**src/rtl/peak_frame_writer.sv**
```systemverilog
// Write-side framer for the per-channel peak FIFO: packs 16-bit peak samples
// into SYNC / SEQ / payload / checksum frames, one frame per FIFO fill-drain.
module peak_frame_writer #(
  parameter int          FRAME_LEN = 128,
  parameter logic [15:0] SYNC_WORD = 16'hEB90
) (
  input  logic        clk_in,
  input  logic        rst,
  input  logic        peak_valid,
  input  logic [15:0] peak_data,
  input  logic        fifo_full,
  input  logic        fifo_empty,
  output logic        wrreq,
  output logic [15:0] fifo_data,
  output logic        frame_done,
  output logic [7:0]  frame_seq,
  output logic [15:0] drop_cnt,
  output logic        frame_err
);
  localparam int PAY = FRAME_LEN - 3;
  localparam int CW  = $clog2(FRAME_LEN);

  // Each state names the word currently on fifo_data; the next word is issued
  // on the edge that leaves it (SYNC state issues the SEQ word).
  typedef enum logic [2:0] {IDLE, SYNC, DATA, CSUM, DRAIN} state_t;

  state_t        state, nxt;
  logic [15:0]   csum, csum_n, data_n, dcnt_n;
  logic [CW-1:0] cnt, cnt_n;
  logic [7:0]    dif, dif_n, seq_n;
  logic          wr_n, done_n, err_n, seen_full, seen_n;
  logic          drop, start, abort;

  always_comb begin
    nxt    = state;
    wr_n   = 1'b0;
    data_n = fifo_data;
    done_n = 1'b0;
    csum_n = csum;
    cnt_n  = cnt;
    seq_n  = frame_seq;
    err_n  = frame_err;
    seen_n = seen_full;

    // A full FIFO in DATA aborts, so a coincident sample is dropped too.
    drop   = peak_valid && !(state == DATA && !fifo_full);
    dcnt_n = (drop && drop_cnt != 16'hFFFF) ? drop_cnt + 16'd1 : drop_cnt;
    dif_n  = (drop && dif != 8'hFF) ? dif + 8'd1 : dif;
    start  = fifo_empty && (state == IDLE ||
             (state == DRAIN && (seen_full || fifo_full)));
    abort  = fifo_full && (state == SYNC || state == DATA || state == CSUM);

    if (abort) begin
      err_n  = 1'b1;
      seq_n  = frame_seq + 8'd1;
      seen_n = 1'b1;
      nxt    = DRAIN;
    end else if (start) begin
      wr_n   = 1'b1;
      data_n = SYNC_WORD;
      csum_n = '0;
      seen_n = 1'b0;
      nxt    = SYNC;
    end else begin
      case (state)
        SYNC: begin
          wr_n   = 1'b1;
          data_n = {frame_seq, dif};
          csum_n = {frame_seq, dif};
          dif_n  = drop ? 8'd1 : 8'd0;
          cnt_n  = '0;
          nxt    = DATA;
        end
        DATA: if (peak_valid) begin
          wr_n   = 1'b1;
          data_n = peak_data;
          csum_n = csum + peak_data;
          cnt_n  = cnt + CW'(1);
          if (cnt == CW'(PAY - 1)) nxt = CSUM;
        end
        CSUM: begin
          wr_n   = 1'b1;
          data_n = csum;
          done_n = 1'b1;
          seq_n  = frame_seq + 8'd1;
          seen_n = 1'b0;
          nxt    = DRAIN;
        end
        DRAIN: if (fifo_full) seen_n = 1'b1;
        default: ;
      endcase
    end
  end

  always_ff @(posedge clk_in) begin
    if (rst) begin
      state      <= IDLE;
      wrreq      <= 1'b0;
      fifo_data  <= '0;
      frame_done <= 1'b0;
      frame_seq  <= '0;
      drop_cnt   <= '0;
      frame_err  <= 1'b0;
      dif        <= '0;
      csum       <= '0;
      cnt        <= '0;
      seen_full  <= 1'b0;
    end else begin
      state      <= nxt;
      wrreq      <= wr_n;
      fifo_data  <= data_n;
      frame_done <= done_n;
      frame_seq  <= seq_n;
      drop_cnt   <= dcnt_n;
      frame_err  <= err_n;
      dif        <= dif_n;
      csum       <= csum_n;
      cnt        <= cnt_n;
      seen_full  <= seen_n;
    end
  end
endmodule
```
**config.mk**
```make
export PLATFORM = sky130hd
export DESIGN_NAME = peak_frame_writer
export DESIGN_NICKNAME = d
export VERILOG_FILES = /design/src/rtl/peak_frame_writer.sv
export SDC_FILE = /design/constraint.sdc
export NUM_CORES = 1
export LEC_CHECK = 0
export CORE_MARGIN = 3
export CORE_UTILIZATION = 25
export CTS_BUF_LIST = sky130_fd_sc_hd__clkbuf_16
export CTS_CLUSTER_DIAMETER = 150
export CTS_CLUSTER_SIZE = 25
export DETAILED_ROUTE_END_ITERATION = 6
export PLACE_DENSITY_LB_ADDON = 0.1
export SETUP_SLACK_MARGIN = 0.3
export SYNTH_ARGS = -nofsm -noshare
export SYNTH_HDL_FRONTEND = slang
export SYNTH_SLANG_ARGS = --single-unit
```
**constraint.sdc**
```tcl
create_clock -name clk_in -period 3.8 [get_ports clk_in]
set_input_delay 0.38 -clock clk_in [delete_from_list [all_inputs] [get_ports clk_in]]
set_output_delay 0.38 -clock clk_in [all_outputs]
set_load 0.05 [all_outputs]
```
# ---- After elaboration in Yosys (flattened, before gate mapping)
# Cells that the tools add are included.
dict set report word_totals {
  ff_bits 78
  input_bits 21
  elab_cells 96
}
dict set report classes {
  n_addsub 5
  eq_ne 15
  n_mux 29
  bitwise_logic 2
  n_reduce_logical 32
}
# cell count
set ops {}
lappend ops {{16-bit 2-to-1 mux} 4}
lappend ops {{8-bit 2-to-1 mux} 7}
lappend ops {{16-bit one-hot mux with 3 select lines} 1}
lappend ops {{16-bit one-hot mux with 2 select lines} 1}
lappend ops {{16-bit by 1-bit adder with 16-bit output, second input constant} 1}
lappend ops {{16-bit adder} 1}
lappend ops {{8-bit by 1-bit adder with 8-bit output, second input constant} 2}
lappend ops {{16-bit inequality test, second input constant} 1}
lappend ops {{3-bit AND reduction} 5}
lappend ops {{7-bit one-hot mux with 2 select lines} 1}
lappend ops {{3-bit 2-to-1 mux} 4}
lappend ops {{3-bit one-hot mux with 3 select lines} 1}
lappend ops {{4-bit inequality test, second input constant} 2}
lappend ops {{8-bit inequality test, second input constant} 1}
lappend ops {{4-bit nonzero test} 2}
lappend ops {{7-bit by 1-bit adder with 7-bit output, second input constant} 1}
lappend ops {{7-bit == test, second input constant} 1}
lappend ops {{1-bit logical AND} 7}
lappend ops {{1-bit 2-to-1 mux} 7}
lappend ops {{7-bit 2-to-1 mux} 1}
lappend ops {{3-bit by 2-bit == test with 1-bit output, second input constant} 2}
lappend ops {{3-bit nonzero test} 2}
lappend ops {{5-bit nonzero test} 1}
lappend ops {{1-bit logical OR} 4}
lappend ops {{other kinds (16)} 23}

# ---- Longest topological paths before layout
# Gate-level depths: netlist of the first run.
dict set report logic_depth {
  word_depth 9
  depth_mapped 9
  ltp_nobuf 9
}

# ---- Worst setup path after synthesis of the first run
# OpenSTA, ideal clock, no wires.
dict set report synth_path {
  kind {flip-flop to flip-flop}
  startpoint {register drop_cnt[7]}
  endpoint {register drop_cnt[6]}
  setup_ns 0.128
  arrival_time_ns 1.989
  setup_slack_ns 1.684
  path_stages_with_launch 8
  n_path_buf 1
  cell_sequence {dfxtp_1 -> and4_1 -> nand3_1 -> o31a_1 -> buf_2 -> and4_1 -> xnor2_1 -> nor2_1}
}
dict set report synth_between {
  elab_chain_len 2
}
# element line_no
set synth_rtl {}
lappend synth_rtl {{start: declaration} 17} ;# output logic [15:0] drop_cnt,
lappend synth_rtl {{start signal: assignment} 114} ;# drop_cnt <= dcnt_n;
lappend synth_rtl {{16-bit inequality test} 47} ;# dcnt_n = (drop && drop_cnt != 16'hFFFF) ? drop_cnt + 16'd1 : drop_cnt;
lappend synth_rtl {{1-bit logical AND} 47}
# Every way passes these cells.
# A chain may end at the register's enable or synchronous reset.

# ---- Worst setup path after layout of the first run
dict set report layout_path {
  startpoint {register state[1]}
  endpoint {register fifo_data[12]}
}
dict set report layout_between {
  elab_chain_len 6
  elab_cells_between_ends 17
  cone_classes {5 x eq/ne; 2 x mux; 1 x bitwise; 9 x reduce/logical}
}
# element line_no
set layout_rtl {}
lappend layout_rtl {{start: declaration} 27} ;# state_t state, nxt;
lappend layout_rtl {{start signal: assignment} 109} ;# state <= nxt;
lappend layout_rtl {{3-bit == test (tied with other cells)} 50} ;# (state == DRAIN && (seen_full || fifo_full)));
lappend layout_rtl {{1-bit logical AND or 1-bit logical OR (tied branches)} {50, 51}}
lappend layout_rtl {{1-bit logical OR (on tied branches)} {49, 51}}
lappend layout_rtl {{1-bit logical AND (on tied branches)} {49, 51}}
lappend layout_rtl {{3-bit inequality test (no source line) (tied with other cells)} --}
lappend layout_rtl {{3-bit AND reduction (no source line)} --}
lappend layout_rtl {{end signal: assignment} 111} ;# fifo_data <= data_n;
lappend layout_rtl {{end: declaration} 14} ;# output logic [15:0] fifo_data,
# Parallel ways exist; a longest one is shown, timed or not.

==> key figures, run 1 <==
GRT
  • Via count of the first global-routing pass: 4202
  • Met1 Use GR: roughly a fifth
  • Fraction of met2 tracks used by global routing: 24.2%
  • GR Layer Usage met3: under 10%
  • Pin count of the biggest net entering global routing: 40
  • Wire length of the first global-routing pass: approximately 23 mm
  • Overall fraction of global-route tracks in use: roughly 14%
  • GR peak layer: met2
  • Antenna violations before repair: 0
  • GR Overflow Total: 0

CTS
  • Clock transition time at the flip-flop clock pins of the worst setup and hold paths: 0.06 ns
  • Clock buffer depth: 2
  • Post-CTS Setup Inserts: 0
  • Number of gates resized after cts: 0
  • Maximum level of the CTS H-tree: 3
  • Hold-fix buffers, CTS: 0
  • Master cell of the clock root buffer: clkbuf_16
  • Clock insertion delay at the later pin of the skew report: 0.34 ns
  • # clock sinks: 78
  • Clock tree from TritonCTS: yes
  • Clock buffers created by TritonCTS: 9

Timing
  • Maximum frequency from static timing analysis: 370 MHz
  • Smallest setup slack after layout: 1.10 ns
  • Number of failing setup endpoints in the final timing report: 0
  • Number of max-slew violations in the final report: 0
  • RSZ-0062 raised after global routing: false
  • Crit share post-route: 71.1%
  • Relative slew slack: 45.0%
  • Pin slew with the least headroom to its limit: 0.824 ns
  • Min cycle time layout: between 2 and 3 ns
  • Final clock skew: a little over 0.008 ns
  • Number of hold-slack violations in the final timing report: 0
  • Post-Route Setup TNS: 0 ns

Route
  • Drt wl/cell: 17.0 um
  • Via/cell ratio: 5.11
  • Overall via count from detail_route: 4363
  • Pre-antenna DRT Iters: 5
  • Number of remaining DRC errors: 0
  • Post-detailed-route count of antenna-violating nets: 0
  • Initial drt markers: 321
  • Routed WL: 14.5 mm

Power
  • Power density relative to cell area: 475 nW/um^2
  • Max VDD drop: 0.288 mV
  • Leakage: about 2 nW

Layout
  • Ant diodes: 0
  • Layout Nets: 662
  • Most common cell after layout, fill and taps aside: dfxtp_1
  • Layout cells sized above 1: 7.52%
  • Most used cells in the layout excluding fill and tap cells: dfxtp_1 (78), nor2_1 (74), clkdlybuf4s50_1 (62), nand2_1 (54), a21oi_1 (49)
  • Layout Area Growth over Synthesis: 23.7%

Floorplan
  • Area enclosed by the die boundary: 20400 um^2
  • Overall die height: 143 um
  • Cell row count: 49
  • Die width: 143 um
  • I/O pin count: 64
  • Initial Util: about a quarter
  • Core area: between 15000 and 20000 um^2

Worst setup path
  • Arrival time at the worst endpoint: 2.96 ns
  • Delay-heaviest family, CP: simple AND/OR/NAND/NOR gates
  • Endpoint class of the critical path: flop
  • Element type at the critical path start: flop
  • Slowest cell on the critical path: nor2_4
  • Cell breakdown of the critical path: nor2b_2, buf_4, and2_4, a211oi_4, nor2_4, o2111ai_1, a21oi_1
  • Number of buffers and inverters on the critical path: 1
  • Data required time at the worst endpoint: 4.06 ns
  • Critical path's largest stage delay: 0.60 ns
  • Critical path peak fanout: 35
  • Classification of the worst setup path: reg -> reg

Logic synthesis
  • Share of synthesized flip-flops with an asynchronous set or reset: 0%
  • Sequential cell area fraction in the yosys report: 33.4%
  • Count of distinct cell types in the synthesized netlist: 58
  • Yosys synthesis warning count: 0
  • Yosys reg bits: 78
  • Synthesized area per cell: around 8.2 um^2
  • Post-synthesis instance total: 571
  • Number of enable-type register cells in the synthesized netlist: 0
  • Post-synthesis net count: 613
  • Most used DFF post-synth: dfxtp_1
  • Synthesized area: 4670 um^2

Placed design
  • Number of I/O port buffers: 63
  • Pre-CTS setup slack: 0.876 ns
  • HPWL Detailed: approximately 11 mm
  • Placer's final routability congestion estimate: 0.787

Min path
  • HP Class: reg -> reg

Run
  • Count of maximum capacitance violations: 0

Outcome
  • Run status: completed
-- final timing paths --
kind / end / cells past startpoint / startpoint / slack [ns]
worst max-delay path: fifo_data[12]$_SDFFE_PP0P_ / 7 / state[1]$_SDFFE_PP0P_ / 1.10
worst min-delay path: frame_err$_SDFFE_PP0P_ / 2 / frame_err$_SDFFE_PP0P_ / 0.48
worst max register to register: fifo_data[12]$_SDFFE_PP0P_ / 7 / state[1]$_SDFFE_PP0P_ / 1.10
worst min register to register: frame_err$_SDFFE_PP0P_ / 2 / frame_err$_SDFFE_PP0P_ / 0.48
-- worst register-to-register path, stage by stage (launching register included) --
cell and delay [ns]:
dfxtp_1 0.51, nor2b_2 0.20, buf_4 0.34, and2_4 0.35
a211oi_4 0.16, nor2_4 0.60, o2111ai_1 0.29, a21oi_1 0.18
-- where the power goes --
part           internal [W]  switching [W]
logic              0.000312       0.000575
clock network      0.000565       0.000334
registers          0.000887      0.0000715
-- sequential cells by signal, indices dropped and copies added (netlist names) --
signal and flops:
cnt 7, csum 16, dif 8, drop_cnt 16, fifo_data 16, frame_done 1, frame_err 1, frame_seq 8
seen_full 1, state 3, wrreq 1
-- routing by layer --
layer	part of all wire, %	vias to the layer above
li1	-	2178
met1	46	2082
met2	49	92
met3	3.8	11
met4	1.0	0
met5	0	-
-- synth_stat cells (3+ instances only) --
cell type / count / share of area (%)
a211o_1: 3 / 0.56
a211oi_1: 8 / 1.3
a21o_1: 3 / 0.48
a21oi_1: 49 / 5.3
a311oi_1: 4 / 0.75
a311oi_2: 9 / 2.9
a31oi_1: 7 / 0.94
and3_1: 12 / 1.6
and4_1: 5 / 0.94
buf_2: 11 / 1.2
buf_6: 3 / 0.72
clkbuf_1: 16 / 1.3
dfxtp_1: 78 / 33
ha_1: 20 / 5.4
inv_1: 12 / 0.96
mux2i_1: 19 / 4.1
nand2_1: 54 / 4.3
nand2b_1: 4 / 0.54
nand3_1: 19 / 2.0
nand4_1: 14 / 1.9
nor2_1: 74 / 5.9
nor2_2: 4 / 0.54
nor3_1: 9 / 0.96
o2111ai_1: 8 / 1.5
o211ai_1: 3 / 0.48
o21ai_0: 39 / 4.2
o22ai_1: 4 / 0.54
or3_1: 9 / 1.2
xnor2_1: 10 / 1.9
xor2_1: 25 / 4.7
-- area by class of cell --
type / count / area, um^2
multi-input cells: 449 / 2900
clock buffers: 9 / 225
well taps: 229 / 287
clock inverters: 7 / 80.1
repair buffers: 70 / 678
flip-flops and latches: 78 / 1560
inverters: 12 / 45.0
fillers: 1923 / 12400
-- logic make-up after synthesis --
kind of cell,share of synthesized area (%)
muxes,4.07
and+or+nand+nor,23.0
AOI/OAI and AO/OA,22.6
buffers and inverters,4.47
DFF,33.4
xor gates and xnor gates,6.56
adders and majority gates,5.79
-- stage by stage --
stage          hold WS (ns)  utilization (%)  total power, W  cell area [um^2]  std cells
2_1_floorplan         0.454                -         0.00162              4670        571
3_3_place_gp          0.466             30.2         0.00186              5470        838
3_5_place_dp          0.472             30.2         0.00186              5470        838
4_1_cts               0.489             31.8         0.00278              5780        854
5_1_grt               0.518             31.8         0.00290              5780        854
6_report              0.479             31.8         0.00274              5780        854
Note: power is estimated with default switching activity, not from simulation.
==> inputs of run 2 (changes only) <==
clock period = 2.8 ns   (was 3.8 ns; I/O delays follow)
==> key figures, run 2 (synthesis results as in run 1) <==
Outcome
  • Run status: completed

Layout
  • Layout Area Growth over Synthesis: 26.0%
  • Total of fill cells in the finished design: 1952 (+1.5%)
  • Layout Nets: 673 (+1.7%)
  • Largest registers ranked by flip-flop count: csum x16, drop_cnt x16, fifo_data x16
  • Layout cells sized above 1: 9.59% (+2.1 points)
  • Most common cell after layout, fill and taps aside: dfxtp_1
  • Most used cells in the layout excluding fill and tap cells: dfxtp_1 (78), nor2_1 (74), clkdlybuf4s50_1 (62), nand2_1 (54), a21oi_1 (48)
  • Number of standard cells in the final layout excluding fillers: 865 (+1.3%)
  • Ant diodes: 0 (unchanged)

Route
  • Post-detailed-route count of antenna-violating nets: 0 (unchanged)
  • Drt wl/cell: 16.7 um (-1.9%)
  • Via/cell ratio: 5.12 (+0.29%)
  • Pre-antenna DRT Iters: 4 (-1)
  • Routed WL: 14.5 mm (-0.67%)
  • Initial drt markers: 173 (-46%)
  • Overall via count from detail_route: 4432 (+1.6%)
  • Number of remaining DRC errors: 0 (unchanged)

CTS
  • Master cell of the clock root buffer: clkbuf_16
  • Clock buffer depth: 2 (unchanged)
  • Clock buffers created by TritonCTS: 9 (unchanged)
  • Clock tree from TritonCTS: yes
  • # clock sinks: 78 (unchanged)
  • Clock insertion delay at the later pin of the skew report: 0.34 ns (about the same)
  • Hold-fix buffers, CTS: 0 (unchanged)
  • Maximum level of the CTS H-tree: 3 (unchanged)
  • Clock transition time at the flip-flop clock pins of the worst setup and hold paths: 0.06 ns (about the same)
  • Number of gates resized after cts: 0 (unchanged)
  • Post-CTS Setup Inserts: 0 (unchanged)

Worst setup path
  • Arrival time at the worst endpoint: 2.51 ns (-0.45 ns)
  • Slowest cell on the critical path: clkdlybuf4s50_1
  • Number of buffers and inverters on the critical path: 2 (+1)
  • Reg2Reg Launch Point: csum[0]$_SDFFE_PP0P_
  • Critical path peak fanout: 4 (-89%)
  • Data required time at the worst endpoint: 3.01 ns (-1.05 ns)
  • Delay-heaviest family, CP: compound AO/OA/AOI/OAI gates
  • Critical path's largest stage delay: 0.51 ns (-0.09 ns)
  • Cell breakdown of the critical path: clkdlybuf4s50_1, ha_1, inv_1, fa_1, nand2b_1, a21oi_2, o21ai_1, a222oi_1, and3_1, o22ai_1
  • Logic depth of the worst register-to-register path: 9 (+2)
  • Destination of the worst register-to-register timing path: csum[14]$_SDFFE_PP0P_
  • Classification of the worst setup path: in -> reg
  • Endpoint class of the critical path: flop
  • Worst reg2reg setup slack: 0.59 ns (-0.51 ns)
  • Element type at the critical path start: primary input

Floorplan
  • Core area: 18100 um^2 (unchanged)
  • Die width: 143 um (unchanged)
  • Initial Util: 25.7% (unchanged)
  • Cell row count: 49 (unchanged)
  • Overall die height: 143 um (unchanged)
  • Area enclosed by the die boundary: 20400 um^2 (unchanged)
  • I/O pin count: 64 (unchanged)

GRT
  • GR Layer Usage met3: 3.82% (+0.74 points)
  • GR peak layer: met2
  • Fraction of met2 tracks used by global routing: 24.6% (+0.40 points)
  • Wire length of the first global-routing pass: 23.3 mm (+0.47%)
  • Pin count of the biggest net entering global routing: 34 (-15%)
  • Via count of the first global-routing pass: 4422 (+5.2%)
  • Met1 Use GR: 18.2% (-0.57 points)
  • GR Overflow Total: 0 (unchanged)
  • Overall fraction of global-route tracks in use: 14.4% (+0.10 points)
  • Antenna violations before repair: 0 (unchanged)

Run
  • Count of maximum capacitance violations: 0 (unchanged)

Power
  • Power Total: 0.00381 W (+39%)
  • Max VDD drop: 0.307 mV (+6.6%)
  • Power density relative to cell area: 648 nW/um^2 (+36%)
  • Leakage: 2.05 nW (+2.8%)

Min path
  • Hold-critical path depth: 2 (unchanged)
  • Hold Crit Endpoint: drop_cnt[12]$_SDFFE_PP0P_
  • Launch instance of the worst min-delay path: rst
  • HP Class: in -> reg

Timing
  • RSZ-0062 raised after global routing: false
  • Post-Route Setup TNS: 0 ns (unchanged)
  • Pin slew with the least headroom to its limit: 0.656 ns (-0.169 ns)
  • Number of failing setup endpoints in the final timing report: 0 (unchanged)
  • Min cycle time layout: 2.30 ns
  • Final clock skew: 0.00751 ns (-0.000570 ns)
  • Number of max-slew violations in the final report: 0 (unchanged)
  • Relative slew slack: 56.3% (+11 points)
  • Number of hold-slack violations in the final timing report: 0 (unchanged)
  • Hold Worst Slack: 0.437 ns (-0.0422 ns)
  • Maximum frequency from static timing analysis: ~430 MHz
  • Crit share post-route: between 80% and 90%

Placed design
  • Number of I/O port buffers: 63 (unchanged)
  • Cell total after placement: 849 (+1.3%)
  • HPWL Detailed: 10.7 mm (+0.34%)
  • Placer's final routability congestion estimate: 0.785 (-0.29%)
-- run 2: where the power goes --
| group | leakage [nW] | switching, W | internal [W] |
|---|---|---|---|
| Combinational | 1.27 | 0.000791 | 0.000468 |
| Sequential | 0.634 | 0.0000901 | 0.00120 |
| Clock | 0.150 | 0.000484 | 0.000774 |
| Total | 2.05 | 0.00137 | 0.00245 |
-- run 2: final cells by class --
class | count | area (um^2) | share of cell area [%]
clock inverter | 7 | 88.8 | 1.51
timing repair buffer | 81 | 773 | 13.1
tap | 229 | 287 | 4.87
sequential | 78 | 1560 | 26.5
clock buffer | 9 | 225 | 3.83
inverter | 12 | 45.0 | 0.765
multi-input combinational | 449 | 2910 | 49.4
-- run 2: how the worst max path moves through the flow --
stage | cells after the start | endpoint | start
after floorplan | 7 | drop_cnt[6]$_SDFFE_PP0P_ | drop_cnt[7]$_SDFFE_PP0P_
after global placement | 10 | csum[14]$_SDFFE_PP0P_ | peak_data[0]
after detailed placement | 10 | csum[14]$_SDFFE_PP0P_ | peak_data[0]
after CTS | 10 | csum[14]$_SDFFE_PP0P_ | peak_data[0]
after global routing | 10 | csum[14]$_SDFFE_PP0P_ | peak_data[0]
final | 10 | csum[14]$_SDFFE_PP0P_ | peak_data[0]
-- run 2: stage by stage --
| step | setup slack (ns) | utilization [%] | area [um^2] |
|---|---|---|---|
| after detailed placement | 0.00381 | 30.7 | 5570 |
| after global placement | 0.0107 | 30.7 | 5570 |
| after floorplan | 0.684 | - | 4670 |
| after CTS | 0.377 | 32.4 | 5880 |
| after global routing | 0.340 | 32.4 | 5890 |
| final | 0.496 | 32.4 | 5890 |
-- run 2: worst reg2reg max path: cells and delay by family, from the launching register on --
family          cells  cell delay [ns]
buf+inv             1             0.06
fa+ha+maj           2             0.57
simple gates        2             0.40
compound gates      4             0.69
flops               1             0.36
-- run 2: metal layers --
layer	vias to the layer above	routed length (um)
met3	16	584
li1	2197	-
met5	-	0
met1	2113	6740
met2	106	6900
met4	0	225
